### src/rtl/vga_frame_engine_if.sv
// Pixel memory read port of the VGA frame engine.
//   address    : read address, driven by the engine (master)
//   pixel_data : {R,G,B} returned by the memory MEM_LAT cycles after address
interface vga_frame_engine_if #(
   parameter int ADDR_W  = 32,
   parameter int COLOR_W = 8
);
   logic [ADDR_W-1:0]    address;
   logic [3*COLOR_W-1:0] pixel_data;

   modport master (output address, input pixel_data);
   modport slave  (input address, output pixel_data);
endinterface

### src/rtl/vga_frame_engine.sv
// VGA frame engine: configurable timing generator with an upscaled image
// fetch from a synchronous-read pixel memory, plus test-pattern modes.
// Ports:
//   clock_25     pixel clock
//   reset        asynchronous active-low reset
//   start        arms display from the next frame (only sampled in IDLE)
//   mode         0=image, 1=colour bars, 2=solid white, 3=black
//   mem          pixel memory read port (address out, pixel_data in)
//   red/green/blue  colour to DAC
//   hsync/vsync  sync pulses at configured polarity
//   n_blank      high during the visible area of a displayed frame
//   frame_start  one-cycle pulse with the first visible pixel at the pins
module vga_frame_engine #(
   parameter int H_ACTIVE  = 640,
   parameter int H_FP      = 16,
   parameter int H_SYNC    = 96,
   parameter int H_BP      = 48,
   parameter int V_ACTIVE  = 480,
   parameter int V_FP      = 10,
   parameter int V_SYNC    = 2,
   parameter int V_BP      = 33,
   parameter bit HSYNC_POL = 1'b0,
   parameter bit VSYNC_POL = 1'b0,
   parameter int COLOR_W   = 8,
   parameter int IMG_W     = 256,
   parameter int IMG_H     = 256,
   parameter int SCALE     = 1,
   parameter int ADDR_W    = 32,
   parameter int MEM_LAT   = 1
) (
   input  logic               clock_25,
   input  logic               reset,
   input  logic               start,
   input  logic [1:0]         mode,
   vga_frame_engine_if.master mem,
   output logic [COLOR_W-1:0] red,
   output logic [COLOR_W-1:0] green,
   output logic [COLOR_W-1:0] blue,
   output logic               hsync,
   output logic               vsync,
   output logic               n_blank,
   output logic               frame_start
);
   localparam int H_TOTAL = H_ACTIVE + H_FP + H_SYNC + H_BP;
   localparam int V_TOTAL = V_ACTIVE + V_FP + V_SYNC + V_BP;
   localparam int HW      = $clog2(H_TOTAL + 1);
   localparam int VW      = $clog2(V_TOTAL + 1);
   localparam int SW      = $clog2(SCALE + 1);
   localparam int CW3     = 3 * COLOR_W;
   localparam int BAR_W   = H_ACTIVE / 8;
   // Window clipped to the visible area so in-window implies visible.
   localparam int WIN_W   = (IMG_W * SCALE < H_ACTIVE) ? IMG_W * SCALE : H_ACTIVE;
   localparam int WIN_H   = (IMG_H * SCALE < V_ACTIVE) ? IMG_H * SCALE : V_ACTIVE;

   localparam logic [HW-1:0]     H_LAST   = HW'(H_TOTAL - 1);
   localparam logic [VW-1:0]     V_LAST   = VW'(V_TOTAL - 1);
   localparam logic [HW-1:0]     H_VIS    = HW'(H_ACTIVE);
   localparam logic [VW-1:0]     V_VIS    = VW'(V_ACTIVE);
   localparam logic [HW-1:0]     H_WIN    = HW'(WIN_W);
   localparam logic [VW-1:0]     V_WIN    = VW'(WIN_H);
   localparam logic [HW-1:0]     HS_START = HW'(H_ACTIVE + H_FP);
   localparam logic [HW-1:0]     HS_END   = HW'(H_ACTIVE + H_FP + H_SYNC);
   localparam logic [VW-1:0]     VS_START = VW'(V_ACTIVE + V_FP);
   localparam logic [VW-1:0]     VS_END   = VW'(V_ACTIVE + V_FP + V_SYNC);
   localparam logic [SW-1:0]     S_LAST   = SW'(SCALE - 1);
   localparam logic [ADDR_W-1:0] COL_LAST = ADDR_W'(IMG_W - 1);
   localparam logic [ADDR_W-1:0] ROW_LAST = ADDR_W'((IMG_H - 1) * IMG_W);
   localparam logic [ADDR_W-1:0] ROW_STEP = ADDR_W'(IMG_W);

   typedef enum logic [1:0] {IDLE, ARMED, DISPLAY} state_t;

   typedef struct packed {
      logic       hs;
      logic       vs;
      logic       nb;
      logic       win;
      logic       fs;
      logic [1:0] mode;
      logic [2:0] bar;
   } ctrl_t;

   localparam ctrl_t CTRL_RST = ctrl_t'({~HSYNC_POL, ~VSYNC_POL, 8'b0});

   state_t              state_q;
   logic [HW-1:0]       h_cnt_q, h_cnt_d;
   logic [VW-1:0]       v_cnt_q, v_cnt_d;
   logic [SW-1:0]       sx_q, sx_d, sy_q, sy_d;
   logic [ADDR_W-1:0]   col_q, col_d, row_base_q, row_base_d;
   logic                h_wrap, v_wrap, in_win_v, in_win;
   logic [2:0]          bar0;
   ctrl_t               ctrl0;
   ctrl_t               pipe_q [MEM_LAT];
   ctrl_t               c_out;
   logic [CW3-1:0]      rgb_d, rgb_q;
   logic                hs_q, vs_q, nb_q, fs_q;

   assign h_wrap   = (h_cnt_q == H_LAST);
   assign v_wrap   = (v_cnt_q == V_LAST);
   assign in_win_v = (v_cnt_q < V_WIN);
   assign in_win   = in_win_v && (h_cnt_q < H_WIN);

   // Address tracks the pixel currently at stage 0; the memory answers
   // MEM_LAT cycles later, when that pixel's control reaches the pipe tail.
   assign mem.address = row_base_q + col_q;

   // Counters and the divider-free scaling sub-counters.
   always_comb begin
      h_cnt_d    = h_cnt_q + 1'b1;
      v_cnt_d    = v_cnt_q;
      sx_d       = sx_q;
      sy_d       = sy_q;
      col_d      = col_q;
      row_base_d = row_base_q;
      if (h_wrap) begin
         h_cnt_d = '0;
         sx_d    = '0;
         col_d   = '0;
         if (v_wrap) begin
            v_cnt_d    = '0;
            sy_d       = '0;
            row_base_d = '0;
         end else begin
            v_cnt_d = v_cnt_q + 1'b1;
            if (in_win_v) begin
               if (sy_q == S_LAST) begin
                  sy_d = '0;
                  // Stop on the last image row so the address holds below the window.
                  if (row_base_q != ROW_LAST) row_base_d = row_base_q + ROW_STEP;
               end else begin
                  sy_d = sy_q + 1'b1;
               end
            end
         end
      end else if (in_win) begin
         if (sx_q == S_LAST) begin
            sx_d = '0;
            if (col_q != COL_LAST) col_d = col_q + 1'b1;
         end else begin
            sx_d = sx_q + 1'b1;
         end
      end
   end

   always_ff @(posedge clock_25 or negedge reset) begin
      if (!reset) begin
         h_cnt_q    <= '0;
         v_cnt_q    <= '0;
         sx_q       <= '0;
         sy_q       <= '0;
         col_q      <= '0;
         row_base_q <= '0;
      end else begin
         h_cnt_q    <= h_cnt_d;
         v_cnt_q    <= v_cnt_d;
         sx_q       <= sx_d;
         sy_q       <= sy_d;
         col_q      <= col_d;
         row_base_q <= row_base_d;
      end
   end

   // ARMED leaves on the last pixel of a frame so that (0,0) is already
   // displayed and carries frame_start.
   always_ff @(posedge clock_25 or negedge reset) begin
      if (!reset) begin
         state_q <= IDLE;
      end else begin
         case (state_q)
            IDLE:    if (start) state_q <= ARMED;
            ARMED:   if (h_wrap && v_wrap) state_q <= DISPLAY;
            DISPLAY: state_q <= DISPLAY;
            default: state_q <= IDLE;
         endcase
      end
   end

   // Bar index by threshold compare; the last bar takes any remainder.
   always_comb begin
      bar0 = '0;
      for (int i = 1; i < 8; i++)
         if (h_cnt_q >= HW'(i * BAR_W)) bar0 = 3'(i);
   end

   always_comb begin
      ctrl0      = CTRL_RST;
      ctrl0.hs   = (h_cnt_q >= HS_START && h_cnt_q < HS_END) ? HSYNC_POL : ~HSYNC_POL;
      ctrl0.vs   = (v_cnt_q >= VS_START && v_cnt_q < VS_END) ? VSYNC_POL : ~VSYNC_POL;
      ctrl0.nb   = (state_q == DISPLAY) && (h_cnt_q < H_VIS) && (v_cnt_q < V_VIS);
      ctrl0.win  = in_win;
      ctrl0.fs   = (state_q == DISPLAY) && (h_cnt_q == '0) && (v_cnt_q == '0);
      ctrl0.mode = mode;
      ctrl0.bar  = bar0;
   end

   // MEM_LAT stages of control, then the output register below.
   always_ff @(posedge clock_25 or negedge reset) begin
      if (!reset) begin
         for (int i = 0; i < MEM_LAT; i++) pipe_q[i] <= CTRL_RST;
      end else begin
         pipe_q[0] <= ctrl0;
         for (int i = 1; i < MEM_LAT; i++) pipe_q[i] <= pipe_q[i-1];
      end
   end

   assign c_out = pipe_q[MEM_LAT-1];

   // Bar colour bits {R,G,B} = {~bar[1], ~bar[2], ~bar[0]} gives
   // white, yellow, cyan, green, magenta, red, blue, black.
   always_comb begin
      rgb_d = '0;
      if (c_out.nb) begin
         case (c_out.mode)
            2'd0:    if (c_out.win) rgb_d = mem.pixel_data;
            2'd1:    rgb_d = {{COLOR_W{~c_out.bar[1]}}, {COLOR_W{~c_out.bar[2]}},
                              {COLOR_W{~c_out.bar[0]}}};
            2'd2:    rgb_d = '1;
            default: rgb_d = '0;
         endcase
      end
   end

   always_ff @(posedge clock_25 or negedge reset) begin
      if (!reset) begin
         rgb_q <= '0;
         hs_q  <= ~HSYNC_POL;
         vs_q  <= ~VSYNC_POL;
         nb_q  <= 1'b0;
         fs_q  <= 1'b0;
      end else begin
         rgb_q <= rgb_d;
         hs_q  <= c_out.hs;
         vs_q  <= c_out.vs;
         nb_q  <= c_out.nb;
         fs_q  <= c_out.fs;
      end
   end

   assign red         = rgb_q[CW3-1 -: COLOR_W];
   assign green       = rgb_q[2*COLOR_W-1 -: COLOR_W];
   assign blue        = rgb_q[COLOR_W-1:0];
   assign hsync       = hs_q;
   assign vsync       = vs_q;
   assign n_blank     = nb_q;
   assign frame_start = fs_q;
endmodule
### src/flat_wrapper.sv
// flat-port wrapper written by rule: the top's interface ports become plain ports
module vga_frame_engine_flat 
#(
   parameter int H_ACTIVE  = 640,
   parameter int H_FP      = 16,
   parameter int H_SYNC    = 96,
   parameter int H_BP      = 48,
   parameter int V_ACTIVE  = 480,
   parameter int V_FP      = 10,
   parameter int V_SYNC    = 2,
   parameter int V_BP      = 33,
   parameter bit HSYNC_POL = 1'b0,
   parameter bit VSYNC_POL = 1'b0,
   parameter int COLOR_W   = 8,
   parameter int IMG_W     = 256,
   parameter int IMG_H     = 256,
   parameter int SCALE     = 1,
   parameter int ADDR_W    = 32,
   parameter int MEM_LAT   = 1
)
  (clock_25, reset, start, mode, red, green, blue, hsync, vsync, n_blank, frame_start, mem_address, mem_pixel_data);
  vga_frame_engine_if #(.ADDR_W(ADDR_W), .COLOR_W(COLOR_W)) mem_i ();
  input  logic clock_25;
  input  logic reset;
  input  logic start;
  input  logic [1:0] mode;
  output logic [COLOR_W-1:0] red;
  output logic [COLOR_W-1:0] green;
  output logic [COLOR_W-1:0] blue;
  output logic hsync;
  output logic vsync;
  output logic n_blank;
  output logic frame_start;
  output wire logic [$bits(mem_i.address)-1:0] mem_address;
  input wire logic [$bits(mem_i.pixel_data)-1:0] mem_pixel_data;
  assign mem_address = mem_i.address;
  assign mem_i.pixel_data = mem_pixel_data;
  vga_frame_engine #(.H_ACTIVE(H_ACTIVE), .H_FP(H_FP), .H_SYNC(H_SYNC), .H_BP(H_BP), .V_ACTIVE(V_ACTIVE), .V_FP(V_FP), .V_SYNC(V_SYNC), .V_BP(V_BP), .HSYNC_POL(HSYNC_POL), .VSYNC_POL(VSYNC_POL), .COLOR_W(COLOR_W), .IMG_W(IMG_W), .IMG_H(IMG_H), .SCALE(SCALE), .ADDR_W(ADDR_W), .MEM_LAT(MEM_LAT)) u_core (.clock_25(clock_25), .reset(reset), .start(start), .mode(mode), .mem(mem_i), .red(red), .green(green), .blue(blue), .hsync(hsync), .vsync(vsync), .n_blank(n_blank), .frame_start(frame_start));
endmodule
### config.mk
export PLATFORM = sky130hd
export DESIGN_NAME = vga_frame_engine_flat
export DESIGN_NICKNAME = d
export VERILOG_FILES = /design/src/rtl/vga_frame_engine_if.sv /design/src/rtl/vga_frame_engine.sv /design/src/flat_wrapper.sv
export SDC_FILE = /design/constraint.sdc
export NUM_CORES = 1
export LEC_CHECK = 0
export BUFFER_PORTS_ARGS = -buffer_cell sky130_fd_sc_hd__buf_2
export CORE_AREA = 3 3 160 162
export CTS_BUF_LIST = sky130_fd_sc_hd__clkbuf_8
export DETAILED_ROUTE_END_ITERATION = 16
export DIE_AREA = 0 0 163 165
export PLACE_DENSITY_LB_ADDON = 0.08
export REMOVE_ABC_BUFFERS = 1
export SETUP_SLACK_MARGIN = 0.3
export SYNTH_ARGS = -nofsm -noshare
export SYNTH_HDL_FRONTEND = slang
export SYNTH_SLANG_ARGS = --single-unit
export TNS_END_PERCENT = 50
### constraint.sdc
create_clock -name clock_25 -period 2.75 [get_ports clock_25]
set_clock_uncertainty 0.1 [all_clocks]
set_input_delay 0.275 -clock clock_25 [delete_from_list [all_inputs] [get_ports clock_25]]
set_output_delay 0.275 -clock clock_25 [all_outputs]
set_load 0.03 [all_outputs]
# After elaboration in Yosys (flattened, before gate mapping)
# Index checks and enable logic that the tools add are counted.
# word_totals
register_bits	126
latch_bits	0
mem_bits_rw	0
romBits	0
in_bits	29
output_inout_bits	60
word_cells	107
memories	0
# op_classes
add_sub_neg	7
n_mul	0
div	0
order_cmp	15
n_eq_ne	12
shift	0
muxes	31
n_bitwise	3
reduce_logical	20
# ops
cell	n
32-bit 2-to-1 mux	8
24-bit case mux with 3 select lines	1
24-bit 2-to-1 mux	2
10-bit by 9-bit >= comparator with 1-bit output, second input constant	4
10-bit by 9-bit less-than comparator with 1-bit output, second input constant	4
32-bit by 1-bit adder with 32-bit output, second input constant	1
32-bit adder	1
32-bit by 9-bit adder with 32-bit output, second input constant	1
32-bit by 16-bit inequality test with 1-bit output, second input constant	1
32-bit by 8-bit inequality test with 1-bit output, second input constant	1
10-bit by 1-bit adder with 10-bit output, second input constant	2
10-bit equality test, second input constant	2
10-bit >= comparator, second input constant	2
10-bit by 8-bit >= comparator with 1-bit output, second input constant	2
10-bit zero test	2
10-bit less-than comparator, second input constant	2
10-bit 2-to-1 mux	2
3-bit 2-to-1 mux	4
10-bit by 7-bit >= comparator with 1-bit output, second input constant	1
1-bit 2-to-1 mux	9
1-bit logical AND	8
2-bit 2-to-1 mux	4
2-bit nonzero test	4
2-bit inequality test, second input constant	3
10 further kinds	17

# Logic depth before layout (Yosys ltp)
# depth
depth_word	8
ltp_mapped	10
mapped_depth_nobuf	7

# Worst setup path before layout
# No wires, ideal clock.
# synth_path
path_type	reg2out
startpoint	register u_core.col_q[19]
endpoint	output mem_address[30]
arrival_time_ns	2.650
required_ns	2.375
setup_slack_ns	-0.275
path_stages_with_launch	8
n_path_buf	1
path_cell_list	dfrtp_1 -> ha_1 -> clkbuf_1 -> nand2_1 -> or3_1 -> nor4_1 -> o21ai_0 -> a211oi_1
# synth_via
elab_chain_cells	1
# synth_lines
item	line_no	source
start, declared	vga_frame_engine.sv:88	logic [ADDR_W-1:0] col_q, col_d, row_base_q, row_base_d;
start signal, assigned	vga_frame_engine.sv:157	col_q <= col_d;
32-bit adder	vga_frame_engine.sv:104	assign mem.address = row_base_q + col_q;
end, declared	flat_wrapper.sv:34	output wire logic [$bits(mem_i.address)-1:0] mem_address;
# No other way between the ends.

# Worst setup path in the final report
# layout_path
startpoint	register u_core.col_q[10]
endpoint	output mem_address[29]
# Same word-level chain as after synthesis.

==> impl_metrics.toml <==
[die]
design.die.area_um2 = 26900
initial_utilization_pct = 28.0
coreArea_um2 = 24200
io_pins = 89
die_h_um = 165
rows = 57
fp.dieW_um = 163

[hold_path]
hold_path.class = "in2reg"
holdCritStartpoint = "start"

[run]
maxCapViolations = 0

[timing]
finalHoldViolations = 0
period_minus_slack_ps = 2970
drv_slew = 0
setup_viol = 12
timing.fmax_mhz = 337
fin_ws_ps = -219
fin_crit_sh_pct = 108
worst_pin_slew_ps = 776
slew_headroom_pct = 48.2
rsz0062_at_grt = "yes"

[setup_path]
startpoint = "u_core.col_q[10]$_DFFE_PN0P_"
required_ps = 2380
path_max_fanout = 4
cp_slowest_cell = "dfrtp_1"
critPathKind = "reg2out"
regToRegStartpoint = "u_core.row_base_q[13]$_DFFE_PN0P_"
path_cells = "ha_4 > buf_4 > a21oi_4 > nand3_4 > a21boi_4 > a21oi_2 > or3_4 > o311a_1 > buf_6"
arrival_ps = 2590
worst_setup_path_start_kind = "flop"
endpoint_kind = "output port"
critPathMaxStageDelay_ps = 420

[cts]
h-tree-depth = 4
cts.clk_slew.worst_paths_ps = 80
cts_max_path_buffers = 2
clkLatencyLatePin_ps = 440
tritoncts_num_sinks = 116
cts_tree = "done"
cts_made_buffers = 17
cts_root_buf = "clkbuf_8"

[synthesis]
async_flop_share_pct = 100
synth_area_per_cell_um2 = 9.07
yosysTopAreaCellShare_pct = 41.3
synth_commonest_cells = "dfrtp_1 (112), nand2_1 (73), nor2_1 (73)"
yosysSeqAreaShare_pct = 42.8
ys.flop_type = "dfrtp_1"
synth_edf_count = 0
ys_types = 70
syn-cell-area_um2 = 6790
synth_cells = 748
yosys.cell_count.top_type = "dfrtp_1"
synth_top_cell_by_area = "dfrtp_1"
synth_area_leaders = "dfrtp_1 (41%), ha_1 (5.9%), xor2_1 (4.8%)"
ys_seq_elements = 116
yosysWarningCount = 0

[status]
status = "finished with violations"
violations = "setup timing"

[cells_and_area]
postLayoutCoreUtil_pct = 41.4
drive_gt1_share_pct = 36.2
fill_cells = 2445
area_growth_pct = 47.9
n_antenna_cell = 0
nets = 1041
design_area_um2 = 10000

[detailed_routing]
vias = 6427
drt_first_pass_iters = 4
wl_per_cell_um = 15.6
routed_wl_um = 20600
viasPerCell = 4.88
route.detailed.drc = 0
first_iter_violations = 320
antenna_left = 0

[global_routing]
grt_pass1_vias = 6295
grt_pass1_wl_um = 33200
globalRoute.totalOverflow = 0
antenna_found_initial = 0
grt_max_degree = 49
grt_usage_pct = 15.4

[placement]
place_congestion = 0.875
place_area_um2 = 8200
port_buffers = 88
dp_slack_ps = -209
dp_hpwl_um = 14900

[power]
leakage_uw = 0.00473
power.density_nw_per_um2 = 405
ir_worst_vdd_mv = 0.209
==> worst max-delay path: cells and delay by family, from the launching register on <==
kind                       cells  cell delay, ps
adders and majority gates      1             280
AOI/OAI and AO/OA              4             730
and+or+nand+nor                2             430
DFF                            1             420
buffers and inverters          2             280
==> stage by stage <==
| step | instances | total power [uW] | setup TNS, ps | hold slack, ps |
|---|---|---|---|---|
| 6_report | 1317 | 4070 | -1600 | 36.1 |
| 5_1_grt | 1317 | 4270 | -3450 | 18.7 |
| 4_1_cts | 1297 | 4160 | -1460 | 8.56 |
| 3_5_place_dp | 1218 | 2400 | -657 | 249 |
| 3_3_place_gp | 1218 | 2380 | -568 | 245 |
| 2_1_floorplan | 711 | 2180 | -978 | -121 |
==> routing by layer <==
metal | vias to the layer above | track usage [%] | wire [um]
met5 | - | 0 | 0
met1 | 3171 | 21.2 | 9310
met3 | 17 | 3.64 | 960
met2 | 122 | 24.6 | 10100
met4 | 0 | 3.81 | 234
li1 | 3117 | - | -
==> timing repair <==
item                       in CTS  in global routing
hold endpoints to repair       68                  0
hold buffers                   27                  0
buffers inserted               20                 20
pin swaps                      52                 35
resized for setup             107                 61
setup endpoints to repair      28                 42
==> final timing paths <==
path	endpoint	slack, ps	cells past startpoint
max in group asynchronous	u_core.col_q[31]$_DFFE_PN0P_	1590	3
min in group asynchronous	u_core.row_base_q[28]$_DFFE_PN0P_	310	2
min	u_core.state_q[0]$_DFFE_PN0P_	40	3
min reg2reg	u_core.hsync$_DFF_PN1_	260	0
max reg2reg	u_core.row_base_q[21]$_DFFE_PN0P_	400	10
max	mem_address[29]	-220	9
==> placed cells by master, fill, tap and decap left out, drive strengths merged, types with 30 or more instances in the layout <==
| master | n |
|---|---|
| xor2 | 37 |
| nand2 | 73 |
| dfrtp | 112 |
| nand4 | 30 |
| a21oi | 60 |
| xnor2 | 33 |
| buf | 223 |
| nor2 | 73 |
| nand3 | 30 |
| inv | 30 |
| o21ai | 32 |
| ha | 32 |
==> state kept, by name, summed over array words and instances, names as in the netlist <==
| name | flops |
|---|---|
| u_core.vsync | 1 |
| u_core.row_base_q | 24 |
| u_core.state_q | 2 |
| u_core.rgb_q | 24 |
| u_core.frame_start | 1 |
| u_core.col_q | 32 |
| u_core.c_out | 10 |
| u_core.h_cnt_q | 10 |
| u_core.v_cnt_q | 10 |
| u_core.hsync | 1 |
| u_core.n_blank | 1 |
==> area by class of cell <==
type / count / area, um2 / share of cell area, %
multi-input cells: 569 / 4300 / 42.8
flip-flops and latches: 116 / 2910 / 29.0
repair buffers: 250 / 1900 / 19.0
well taps: 324 / 405 / 4.04
clock buffers: 18 / 248 / 2.47
clock inverters: 14 / 175 / 1.74
inverters: 26 / 97.6 / 0.972
==> kinds of logic after synthesis <==
family	Yosys count	synth area share, %
xor gates and xnor gates	70	9.03
AOI/OAI and AO/OA	148	13.3
muxes	4	0.608
adders and majority gates	33	6.05
and+or+nand+nor	314	24.1
buffers and inverters	63	4.11
DFF	116	42.8
==> where the power goes <==
part,switching (uW),internal [uW]
clock,764,930
sequential,38.5,1810
combinational,363,168
total,1170,2910
(Power assumes the default switching activity.)
